<file path="config.mk">
export PLATFORM = sky130hd
export DESIGN_NAME = btn_debounce
export DESIGN_NICKNAME = d
export VERILOG_FILES = /design/src/rtl/board_io_pkg.sv /design/src/rtl/debounce_ch.sv /design/src/rtl/btn_debounce.sv
export SDC_FILE = /design/constraint.sdc
export NUM_CORES = 1
export LEC_CHECK = 0
export BUFFER_PORTS_ARGS = -buffer_cell sky130_fd_sc_hd__buf_2
export CORE_AREA = 2 2 93 113
export CTS_BUF_LIST = sky130_fd_sc_hd__clkbuf_16
export CTS_CLUSTER_DIAMETER = 60
export DETAILED_ROUTE_END_ITERATION = 10
export DIE_AREA = 0 0 95 115
export PLACE_DENSITY = 0.63
export SLEW_MARGIN = 20
export SYNTH_ARGS = -nofsm -noshare
export SYNTH_HDL_FRONTEND = slang
export SYNTH_SLANG_ARGS = --single-unit
</file>
<file path="constraint.sdc">
create_clock -name clk -period 3.25 [get_ports clk]
set_clock_uncertainty 0.15 [all_clocks]
set_input_delay 0.325 -clock clk [delete_from_list [all_inputs] [get_ports clk]]
set_output_delay 0.325 -clock clk [all_outputs]
set_load 0.05 [all_outputs]
</file>
<file path="src/rtl/board_io_pkg.sv">
// Board-level I/O constants shared by the button conditioning stage and later lab tops.
// Changing CLK_HZ or DEBOUNCE_MS retunes every debouncer that takes the package default.
package board_io_pkg;

  localparam int DEF_N_BTN   = 4;
  localparam int CLK_HZ      = 100_000_000;
  localparam int DEBOUNCE_MS = 10;

  // 10 ms at 100 MHz gives 1_000_000 stable cycles before a new level is accepted.
  localparam int DEF_DEBOUNCE_CYCLES = (CLK_HZ / 1000) * DEBOUNCE_MS;

endpackage

</file>
<file path="src/rtl/debounce_ch.sv">
// One button channel: 2-flop synchroniser, stability counter, debounced level and
// single-cycle rise/fall strobes, all registered on the same edge.
module debounce_ch
  import board_io_pkg::*;
#(
  parameter int DEBOUNCE_CYCLES = DEF_DEBOUNCE_CYCLES
) (
  input  logic clk,
  input  logic reset,
  input  logic btn,
  output logic btn_db,
  output logic btn_rise,
  output logic btn_fall
);

  localparam int                 CNT_W    = $clog2(DEBOUNCE_CYCLES + 1);
  localparam logic [CNT_W-1:0]   CNT_LAST = CNT_W'(DEBOUNCE_CYCLES - 1);

  logic             r_s1;
  logic             r_s2;
  logic [CNT_W-1:0] r_cnt;
  logic             r_db;
  logic             r_rise;
  logic             r_fall;

  // Synchronise, then accept s2 only after it has differed from the level for DEBOUNCE_CYCLES edges.
  always_ff @(posedge clk) begin
    if (reset) begin
      r_s1   <= 1'b0;
      r_s2   <= 1'b0;
      r_cnt  <= '0;
      r_db   <= 1'b0;
      r_rise <= 1'b0;
      r_fall <= 1'b0;
    end else begin
      r_s1   <= btn;
      r_s2   <= r_s1;
      r_rise <= 1'b0;
      r_fall <= 1'b0;
      if (r_s2 == r_db) begin
        r_cnt <= '0;
      end else if (r_cnt == CNT_LAST) begin
        r_db   <= r_s2;
        r_cnt  <= '0;
        r_rise <= r_s2;
        r_fall <= ~r_s2;
      end else begin
        r_cnt <= r_cnt + CNT_W'(1);
      end
    end
  end

  assign btn_db   = r_db;
  assign btn_rise = r_rise;
  assign btn_fall = r_fall;

endmodule

</file>
<file path="src/rtl/btn_debounce.sv">
// Push-button conditioning front end: N_BTN independent debounce channels
// producing clean levels plus press/release strobes.
module btn_debounce
  import board_io_pkg::*;
#(
  parameter int N_BTN           = DEF_N_BTN,
  parameter int DEBOUNCE_CYCLES = DEF_DEBOUNCE_CYCLES
) (
  input  logic             clk,
  input  logic             reset,
  input  logic [N_BTN-1:0] btn,
  output logic [N_BTN-1:0] btn_db,
  output logic [N_BTN-1:0] btn_rise,
  output logic [N_BTN-1:0] btn_fall
);

  logic [N_BTN-1:0] w_db;
  logic [N_BTN-1:0] w_rise;
  logic [N_BTN-1:0] w_fall;

  for (genvar g = 0; g < N_BTN; g++) begin : g_ch
    debounce_ch #(
      .DEBOUNCE_CYCLES (DEBOUNCE_CYCLES)
    ) u_ch (
      .clk      (clk),
      .reset    (reset),
      .btn      (btn[g]),
      .btn_db   (w_db[g]),
      .btn_rise (w_rise[g]),
      .btn_fall (w_fall[g])
    );
  end

  assign btn_db   = w_db;
  assign btn_rise = w_rise;
  assign btn_fall = w_fall;

endmodule

</file>
==> flow_summary.json, run 1 <==
{
  "status": "finished, final reports clean",
  "synth_cell_types": 40,
  "max-vdd-ir-drop_mv": 0.280,
  "drtAntennaViolNets": 0,
  "required_ps": 3280,
  "hp-class": "in2reg",
  "cts_setup_buffers": 0,
  "synth_edf_count": 0,
  "grt_antenna_before_repair": 0,
  "nNetsFinal": 509,
  "grt_pass1_vias": 3137,
  "core_area_mm2": 0.00986,
  "die-area_mm2": 0.0109,
  "ff_latch_area_mm2": 0.00200,
  "place.gp.congestion": 0.740,
  "drt_first_pass_iters": 4,
  "yosys_most_used_dff": "dfxtp_1",
  "power.density_mw_per_mm2": 484,
  "maxSlewViolCount": 0,
  "start_util_pct": 43.9,
  "syn_inst": 495,
  "hold_viol": 0,
  "diodes": 0,
  "rows": 40,
  "synth_fp_nets": 505,
  "period_minus_slack_ps": 2540,
  "drc": 0,
  "post-route-period-util_pct": 78.3,
  "port_buffers": 17,
  "fin_util_pct": 47.9,
  "die_w_um": 95,
  "clkLatencyLatePin_ps": 340,
  "postSynth.asyncResetShare_pct": 0,
  "final_cells": 630,
  "grt_pass1_wl_mm": 13.5,
  "dpl.cell_count": 614,
  "rsz0062_at_grt": "no",
  "fillCellCount": 934,
  "drt-total-wl_mm": 7.87,
  "grtUsageTotal_pct": 15.5,
  "cp_max_fo": 19,
  "fmax_mhz": 393,
  "synth_top_area_cell": "dfxtp_1",
  "crit_type": "reg2reg",
  "relSlewSlack_pct": 48.6,
  "grt_max_degree": 21,
  "hpwlAfterDp_mm": 5.44,
  "syn-cell-area_mm2": 0.00433,
  "synth_top_area_share_pct": 46.2,
  "cts_buffer_depth": 2,
  "maxCapViolations": 0,
  "wl_per_cell_um": 12.5,
  "die_h_um": 115,
  "final_layout_size_suffix_gt1_share_pct": 8.53,
  "multi_input_area_mm2": 0.00209,
  "clkTransAtPathRegs_ps": 60,
  "drt_iter0_markers": 98,
  "hold_ws_ps": 43.5,
  "num_vias": 3301,
  "worstPathArrival_ps": 2580,
  "worst_setup_path_start_kind": "flip-flop",
  "p_leak_nw": 1.40,
  "setup_violations": 0,
  "io_pins": 18,
  "cts_max_level": 3,
  "root_buffer": "clkbuf_16",
  "globalRoute.totalOverflow": 0,
  "yosys_warnings": 0,
  "placed_area_mm2": 0.00444,
  "ys_seq_area_share_pct": 46.2,
  "viasPerCell": 5.24,
  "finalInstanceArea_mm2": 0.00472,
  "crit_path_end_kind": "flip-flop",
  "ys_ff_latch": 100,
  "cts_resized": 0,
  "cts_hold_buf": 0,
  "synth_area_leaders": "dfxtp_1 (46%), xnor2_1 (6.7%), nor2_1 (5.5%)",
  "cts.sinks": 100,
  "syn_to_final_growth_pct": 9.05,
  "syn_area_per_cell_um2": 8.75,
  "cts_tree": "done",
  "numCtsBuffers": 9,
  "tns_ps": 0,
  "worst_pin_slew_ps": 771
}
report_power, final:
| group | total, mW | internal (mW) | switching, mW |
|---|---|---|---|
| Combinational | 0.0260 | 0.00962 | 0.0163 |
| Clock | 1.03 | 0.586 | 0.440 |
| Sequential | 1.24 | 1.23 | 0.00395 |
| Total | 2.29 | 1.83 | 0.460 |
sequential cells by signal (all words and copies together), names as in the netlist:
register and flops:
g_ch.u_ch.btn_rise 4, g_ch.u_ch.r_cnt 80, g_ch.u_ch.btn_db 4, g_ch.u_ch.btn_fall 4, g_ch.u_ch.r_s2 4, g_ch.u_ch.r_s1 4
logic make-up (layout without fill, tap and decap cells):
family,Yosys count,count (layout),share of synthesized area (%)
AND/OR/NAND/NOR,229,229,28.5
flip-flops,100,100,46.2
AO/OA/AOI/OAI,68,68,9.05
XOR/XNOR,48,48,9.71
buffers and inverters,46,55,5.38
adder cells (fa/ha/maj),4,4,1.16
cell type report:
type,count,share of cell area (%)
multi-input cells,349,44.4
flip-flops and latches,100,42.4
clock buffers,9,4.77
well taps,126,3.34
repair buffers,21,2.44
inverters,18,1.43
clock inverters,7,1.25
worst max-delay path, cell delays in order, from the launching register on:
cell and delay (ps):
dfxtp_1 390, nand3_1 340, or4_1 690, o21ai_2 660, nor2_1 160
final timing paths:
check,from,endpoint,cells after the start,slack [ps]
worst max-delay path,g_ch[1].u_ch.r_cnt[2],g_ch[1].u_ch.r_cnt[10],4,710
worst min-delay path,btn[3],g_ch[3].u_ch.r_s1,2,40
worst max register to register,g_ch[1].u_ch.r_cnt[2],g_ch[1].u_ch.r_cnt[10],4,710
worst min register to register,g_ch[1].u_ch.r_s1,g_ch[1].u_ch.r_s2,1,300
layout by cell type (no fill, tap or decap), drive strengths merged, types with 3 or more instances in the layout:
cell type	n
nor4	12
clkbuf	9
nor2	63
or4	19
nand3	29
xor2	15
a21oi	30
or2	3
nor3	9
nor4b	5
buf	21
nor2b	8
dfxtp	100
and3	8
clkinv	4
or3	22
and4	4
nand4	8
o21ai	21
o31ai	12
ha	4
nand2	29
inv	19
xnor2	33
layer usage:
metal / vias up / global-route usage, % / share of wire (%)
li1: 1739 / - / -
met1: 1524 / 18.6 / 47
met2: 29 / 26.2 / 48
met3: 9 / 4.13 / 2.9
met4: 0 / 6.47 / 1.7
met5: - / 0 / 0
metrics by stage:
| step | total power [mW] | worst slack [ps] |
|---|---|---|
| floorplan | 1.28 | 1130 |
| global placement | 1.29 | 867 |
| detailed placement | 1.29 | 785 |
| CTS | 2.32 | 685 |
| global route | 2.37 | 541 |
| finish | 2.29 | 707 |
Yosys cell counts, types with 2 or more instances:
cell type / instances
inv_1: 18
buf_4: 15
nand4_1: 8
nor3_1: 9
buf_2: 2
nor4_1: 12
a21oi_1: 30
o21a_1: 2
nand2_1: 29
and3_1: 8
nand3_1: 28
o21ai_0: 19
or4_1: 18
or3_1: 22
o21ba_2: 2
ha_1: 4
or4b_1: 2
or2_2: 3
dfxtp_1: 100
nor4b_1: 5
nand4b_1: 2
clkbuf_1: 10
xnor2_1: 33
o31ai_1: 12
nor2_1: 63
and4_1: 4
nor2b_1: 8
xor2_1: 15
No activity file was read; power rests on OpenSTA's default activity.
==> run 2: changes to the inputs <==
PLACE_DENSITY = 0.65   (was 0.63)
clock period = 2.32 ns   (was 3.25 ns; I/O delays follow)
==> run 2 against run 1 <==
Effect of this change:
- fmax up 17%
- critical endpoint is now g_ch[3].u_ch.r_cnt[18]
- critical path type unchanged
- cell count up 1.6%
- sequential share of layout area down 1.1 points
==> flow_summary.json, run 2 (same netlist as run 1, synthesis figures left out) <==
{
  "status": "finished, final reports clean",
  "die-area_mm2": 0.0109,
  "p_leak_nw": 1.46,
  "grt_max_degree": 21,
  "globalRoute.totalOverflow": 0,
  "final_cell_mix": "dfxtp_1 (100), nor2_1 (63), xnor2_1 (33)",
  "grtUsageMet2_pct": 26.5,
  "clkLatencyLatePin_ps": 340,
  "reg2regPathDepth": 5,
  "crit_top_cell": "or4_1",
  "port_buffers": 17,
  "maxSlewViolCount": 0,
  "max_stage_delay_ps": 600,
  "r2r_slack_ps": 150,
  "rr_startpoint": "g_ch[3].u_ch.r_cnt[0]",
  "relSlewSlack_pct": 74.1,
  "core_area_mm2": 0.00986,
  "hold_start": "reset",
  "crit_path_end_kind": "flip-flop",
  "path_buf_inv": 0,
  "grtUsageMet3_pct": 3.67,
  "tns_ps": 0,
  "numCtsBuffers": 9,
  "final_common_cell": "dfxtp_1",
  "hold_viol": 0,
  "diodes": 0,
  "largest_register_ffs": 80,
  "fmax_mhz": 460,
  "place.gp.congestion": 0.810,
  "crit_family": "simple AND/OR/NAND/NOR gates",
  "drt_first_pass_iters": 4,
  "grt_antenna_before_repair": 0,
  "clkTransAtPathRegs_ps": 60,
  "hp-class": "in2reg",
  "worst_path_max_delay_cell": "or4_1",
  "cts_max_level": 3,
  "viasPerCell": 5.23,
  "grt_pass1_wl_mm": 13.6,
  "grt.met1_usage_pct": 18.7,
  "die_h_um": 115,
  "power.density_mw_per_mm2": 690,
  "period_minus_slack_ps": 2170,
  "grt_busiest_layer": "met2",
  "setup_violations": 0,
  "min_path_cells": 2,
  "top_register": "g_ch.u_ch.r_cnt",
  "hpwlAfterDp_mm": 5.41,
  "dpl.cell_count": 620,
  "num_vias": 3346,
  "cts.sinks": 100,
  "cts_setup_buffers": 0,
  "rsz0062_at_grt": "no",
  "root_buffer": "clkbuf_16",
  "fillCellCount": 933,
  "final_layout_size_suffix_gt1_share_pct": 10.1,
  "grtUsageTotal_pct": 15.5,
  "wl_per_cell_um": 12.0,
  "syn_to_final_growth_pct": 11.9,
  "maxCapViolations": 0,
  "max-vdd-ir-drop_mv": 0.312,
  "drtAntennaViolNets": 0,
  "worst_pin_slew_ps": 386,
  "timing.rr.end": "g_ch[3].u_ch.r_cnt[18]",
  "drt_iter0_markers": 56,
  "cts_buffer_depth": 2,
  "worst_setup_path_start_kind": "flip-flop",
  "min_to": "g_ch[3].u_ch.btn_db",
  "worstPathCellList": "ha_1 -> nand4_1 -> or4_1 -> or4_1 -> a21oi_1",
  "grt_pass1_vias": 3168,
  "nNetsFinal": 519,
  "required_ps": 2440,
  "rows": 40,
  "post-route-period-util_pct": 93.7,
  "cts_tree": "done",
  "die_w_um": 95,
  "final_cells": 640,
  "cp_num_cells": 5,
  "cp_max_fo": 5,
  "io_pins": 18,
  "start_util_pct": 43.9,
  "worstPathArrival_ps": 2290,
  "drc": 0,
  "crit_type": "reg2reg",
  "drt-total-wl_mm": 7.70
}
## run 2: worst max path at each step
stage                           startpoint                endpoint
floorplan            g_ch[1].u_ch.r_cnt[0]  g_ch[1].u_ch.r_cnt[10]
global placement     g_ch[3].u_ch.r_cnt[0]  g_ch[3].u_ch.r_cnt[18]
detailed placement   g_ch[3].u_ch.r_cnt[0]  g_ch[3].u_ch.r_cnt[18]
CTS                  g_ch[3].u_ch.r_cnt[0]  g_ch[3].u_ch.r_cnt[18]
global route        g_ch[0].u_ch.r_cnt[12]   g_ch[0].u_ch.r_cnt[3]
finish               g_ch[3].u_ch.r_cnt[0]  g_ch[3].u_ch.r_cnt[18]
## run 2: power by group
group / internal (mW) / total (mW) / switching, mW
Clock: 0.940 / 1.57 / 0.631
Combinational: 0.0190 / 0.0431 / 0.0241
Sequential: 1.72 / 1.73 / 0.00558
Total: 2.68 / 3.34 / 0.660
## run 2: layout make-up
type	count	area (um^2)	area share, %
clock buffer	9	225	4.65
multi-input combinational	349	2100	43.4
tap	126	158	3.25
inverter	18	67.6	1.39
timing repair buffer	31	200	4.13
sequential	100	2000	41.3
clock inverter	7	92.6	1.91
## run 2: metrics by stage
step	setup slack, ps	utilization [%]	total power, mW	cell area (um^2)	hold WS (ps)
after floorplan	199	-	1.79	4330	154
after global placement	200	45.5	1.81	4480	270
after detailed placement	154	45.5	1.81	4480	284
after CTS	140	49.1	3.38	4840	85.0
after global routing	5.10	49.1	3.45	4850	99.3
final	147	49.1	3.34	4850	79.1
## run 2: what timing repair did
item | 4_1_cts | 5_1_grt
endpoints found under the setup margin | 0 | 1
hold buffers | 4 | 0
endpoints found under the hold margin | 4 | 0
resized for setup | 0 | 1
## run 2: worst reg2reg max path: stages (launching register included)
cell and delay [ps]:
dfxtp_1 370, ha_1 230, nand4_1 120, or4_1 600, or4_1 480, a21oi_1 150
## run 2: per-layer routing
layer  routed length [um]  up-vias
li1                     -     1753
met1                 3630     1557
met2                 3760       25
met3                  188       11
met4                  116        0
met5                    0        -
==> run 3: changes to the inputs <==
REMOVE_ABC_BUFFERS = 1   (was default)
==> run 3 against run 2 <==
Effect of this change:
- register-to-register slack worse by 20 ps
- critical path depth unchanged
- clock power rose by 9%
- fmax down 0.72%
- global-route usage hardly changed
- die area unchanged
- sequential power about the same
- sequential cell count unchanged
- worst hold slack better by 62 ps
- cell count shrank 0.31%
- via count barely moved
- final area increased by 0.34%
- critical path type unchanged
- critical endpoint unchanged
- highest routed layer unchanged
==> flow_summary.json, run 3 (same netlist as run 1, synthesis figures left out) <==
{
  "status": "finished, final reports clean",
  "root_buffer": "clkbuf_16",
  "hold_viol": 0,
  "largest_register_ffs": 80,
  "clkTransAtPathRegs_ps": 70,
  "tns_ps": 0,
  "worst_pin_slew_ps": 361,
  "grt_pass1_vias": 3145,
  "finalPower_mw": 3.48,
  "core_area_mm2": 0.00986,
  "rsz0062_at_grt": "no",
  "maxCapViolations": 0,
  "relSlewSlack_pct": 75.9,
  "port_buffers": 17,
  "die_h_um": 115,
  "final_cell_mix": "dfxtp_1 (100), nor2_1 (63), xnor2_1 (33)",
  "wl_per_cell_um": 12.4,
  "grtUsageTotal_pct": 15.5,
  "die_w_um": 95,
  "syn_to_final_growth_pct": 12.3,
  "drtAntennaViolNets": 0,
  "cp_max_fo": 7,
  "place.gp.congestion": 0.816,
  "grt_pass1_wl_mm": 13.7,
  "min_to": "g_ch[3].u_ch.r_s1",
  "worst_setup_path_start_kind": "flip-flop",
  "hold_start": "reset",
  "post-route-period-util_pct": 94.4,
  "dpl.cell_count": 618,
  "drt-total-wl_mm": 7.92,
  "cts.sinks": 100,
  "fmax_mhz": 457,
  "drt_first_pass_iters": 4,
  "drc": 0,
  "multi_input_area_mm2": 0.00211,
  "numCtsBuffers": 9,
  "viasPerCell": 5.24,
  "maxSlewViolCount": 0,
  "top_register": "g_ch.u_ch.r_cnt",
  "start_util_pct": 43.9,
  "grt_antenna_before_repair": 0,
  "ff_latch_area_mm2": 0.00200,
  "period_minus_slack_ps": 2190,
  "fillCellCount": 924,
  "place_ws_ps": 75.4,
  "cts_tree": "done",
  "grt_max_degree": 21,
  "hpwlAfterDp_mm": 5.43,
  "io_pins": 18,
  "required_ps": 2430,
  "nNetsFinal": 517,
  "diodes": 0,
  "hp-class": "in2reg",
  "hold_ws_ps": 141,
  "crit_path_end_kind": "flip-flop",
  "timing.rr.end": "g_ch[3].u_ch.r_cnt[18]",
  "globalRoute.totalOverflow": 0,
  "rows": 40,
  "setup_violations": 0,
  "power.density_mw_per_mm2": 716,
  "worstPathArrival_ps": 2300,
  "p_leak_nw": 1.47,
  "clkLatencyLatePin_ps": 340,
  "cts_buffer_depth": 2,
  "rr_startpoint": "g_ch[3].u_ch.r_cnt[0]",
  "cts_max_level": 3,
  "crit_type": "reg2reg",
  "max-vdd-ir-drop_mv": 0.443,
  "reg2regPathDepth": 5,
  "final_cells": 638,
  "fin_ws_ps": 131,
  "num_vias": 3345,
  "r2r_slack_ps": 130,
  "final_common_cell": "dfxtp_1",
  "min_path_cells": 2,
  "drt_iter0_markers": 105,
  "final_layout_size_suffix_gt1_share_pct": 9.96,
  "die-area_mm2": 0.0109
}
==> run 3: per-layer routing <==
layer	part of all wire, %	track usage [%]	wire (um)	up-vias
li1	-	-	-	1761
met2	48	26.0	3770	30
met4	1.3	4.83	99	0
met5	0	0	0	-
met3	2.3	4.06	186	11
met1	49	19.3	3860	1543
==> run 3: critical path: stages (launching register included) <==
cell	delay (ps)
dfxtp_1	370
ha_1	240
nand4_1	120
or4_4	600
or4_1	490
a21oi_1	160
==> run 3: cell type report <==
| cell class | count | area share [%] |
|---|---|---|
| clock buffer | 9 | 4.63 |
| clock inverter | 7 | 2.39 |
| inverter | 18 | 1.39 |
| multi-input combinational | 349 | 43.4 |
| sequential | 100 | 41.2 |
| tap | 126 | 3.24 |
| timing repair buffer | 29 | 3.81 |
==> run 3: metrics by stage <==
step                area, um^2  utilization (%)
finish                    4860             49.3
global route              4860             49.3
CTS                       4850             49.2
detailed placement        4470             45.3
global placement          4470             45.3
floorplan                 4160                -
==> run 3: what timing repair did <==
action | CTS | global route
buffers inserted | 0 | 0
hold endpoints to repair | 4 | 0
setup endpoints to repair | 0 | 3
hold buffers | 4 | 0
resized for setup | 0 | 3
==> run 3: how the worst max path moves through the flow <==
stage	slack [ps]	from	to	depth (start not counted)
2_1_floorplan	-180	g_ch[0].u_ch.r_cnt[12]	g_ch[0].u_ch.r_cnt[10]	4
3_3_place_gp	100	g_ch[1].u_ch.r_cnt[0]	g_ch[1].u_ch.btn_rise	5
3_5_place_dp	80	g_ch[3].u_ch.r_cnt[0]	g_ch[3].u_ch.r_cnt[18]	5
4_1_cts	50	g_ch[3].u_ch.r_cnt[0]	g_ch[3].u_ch.r_cnt[18]	5
5_1_grt	10	g_ch[1].u_ch.r_cnt[0]	g_ch[1].u_ch.btn_rise	5
6_report	130	g_ch[3].u_ch.r_cnt[0]	g_ch[3].u_ch.r_cnt[18]	5
==> run 3: power breakdown <==
group / internal [mW] / switching [mW] / total [mW]
Sequential: 1.72 / 0.00604 / 1.73
Clock: 1.05 / 0.655 / 1.71
Combinational: 0.0184 / 0.0232 / 0.0416
Total: 2.80 / 0.684 / 3.48
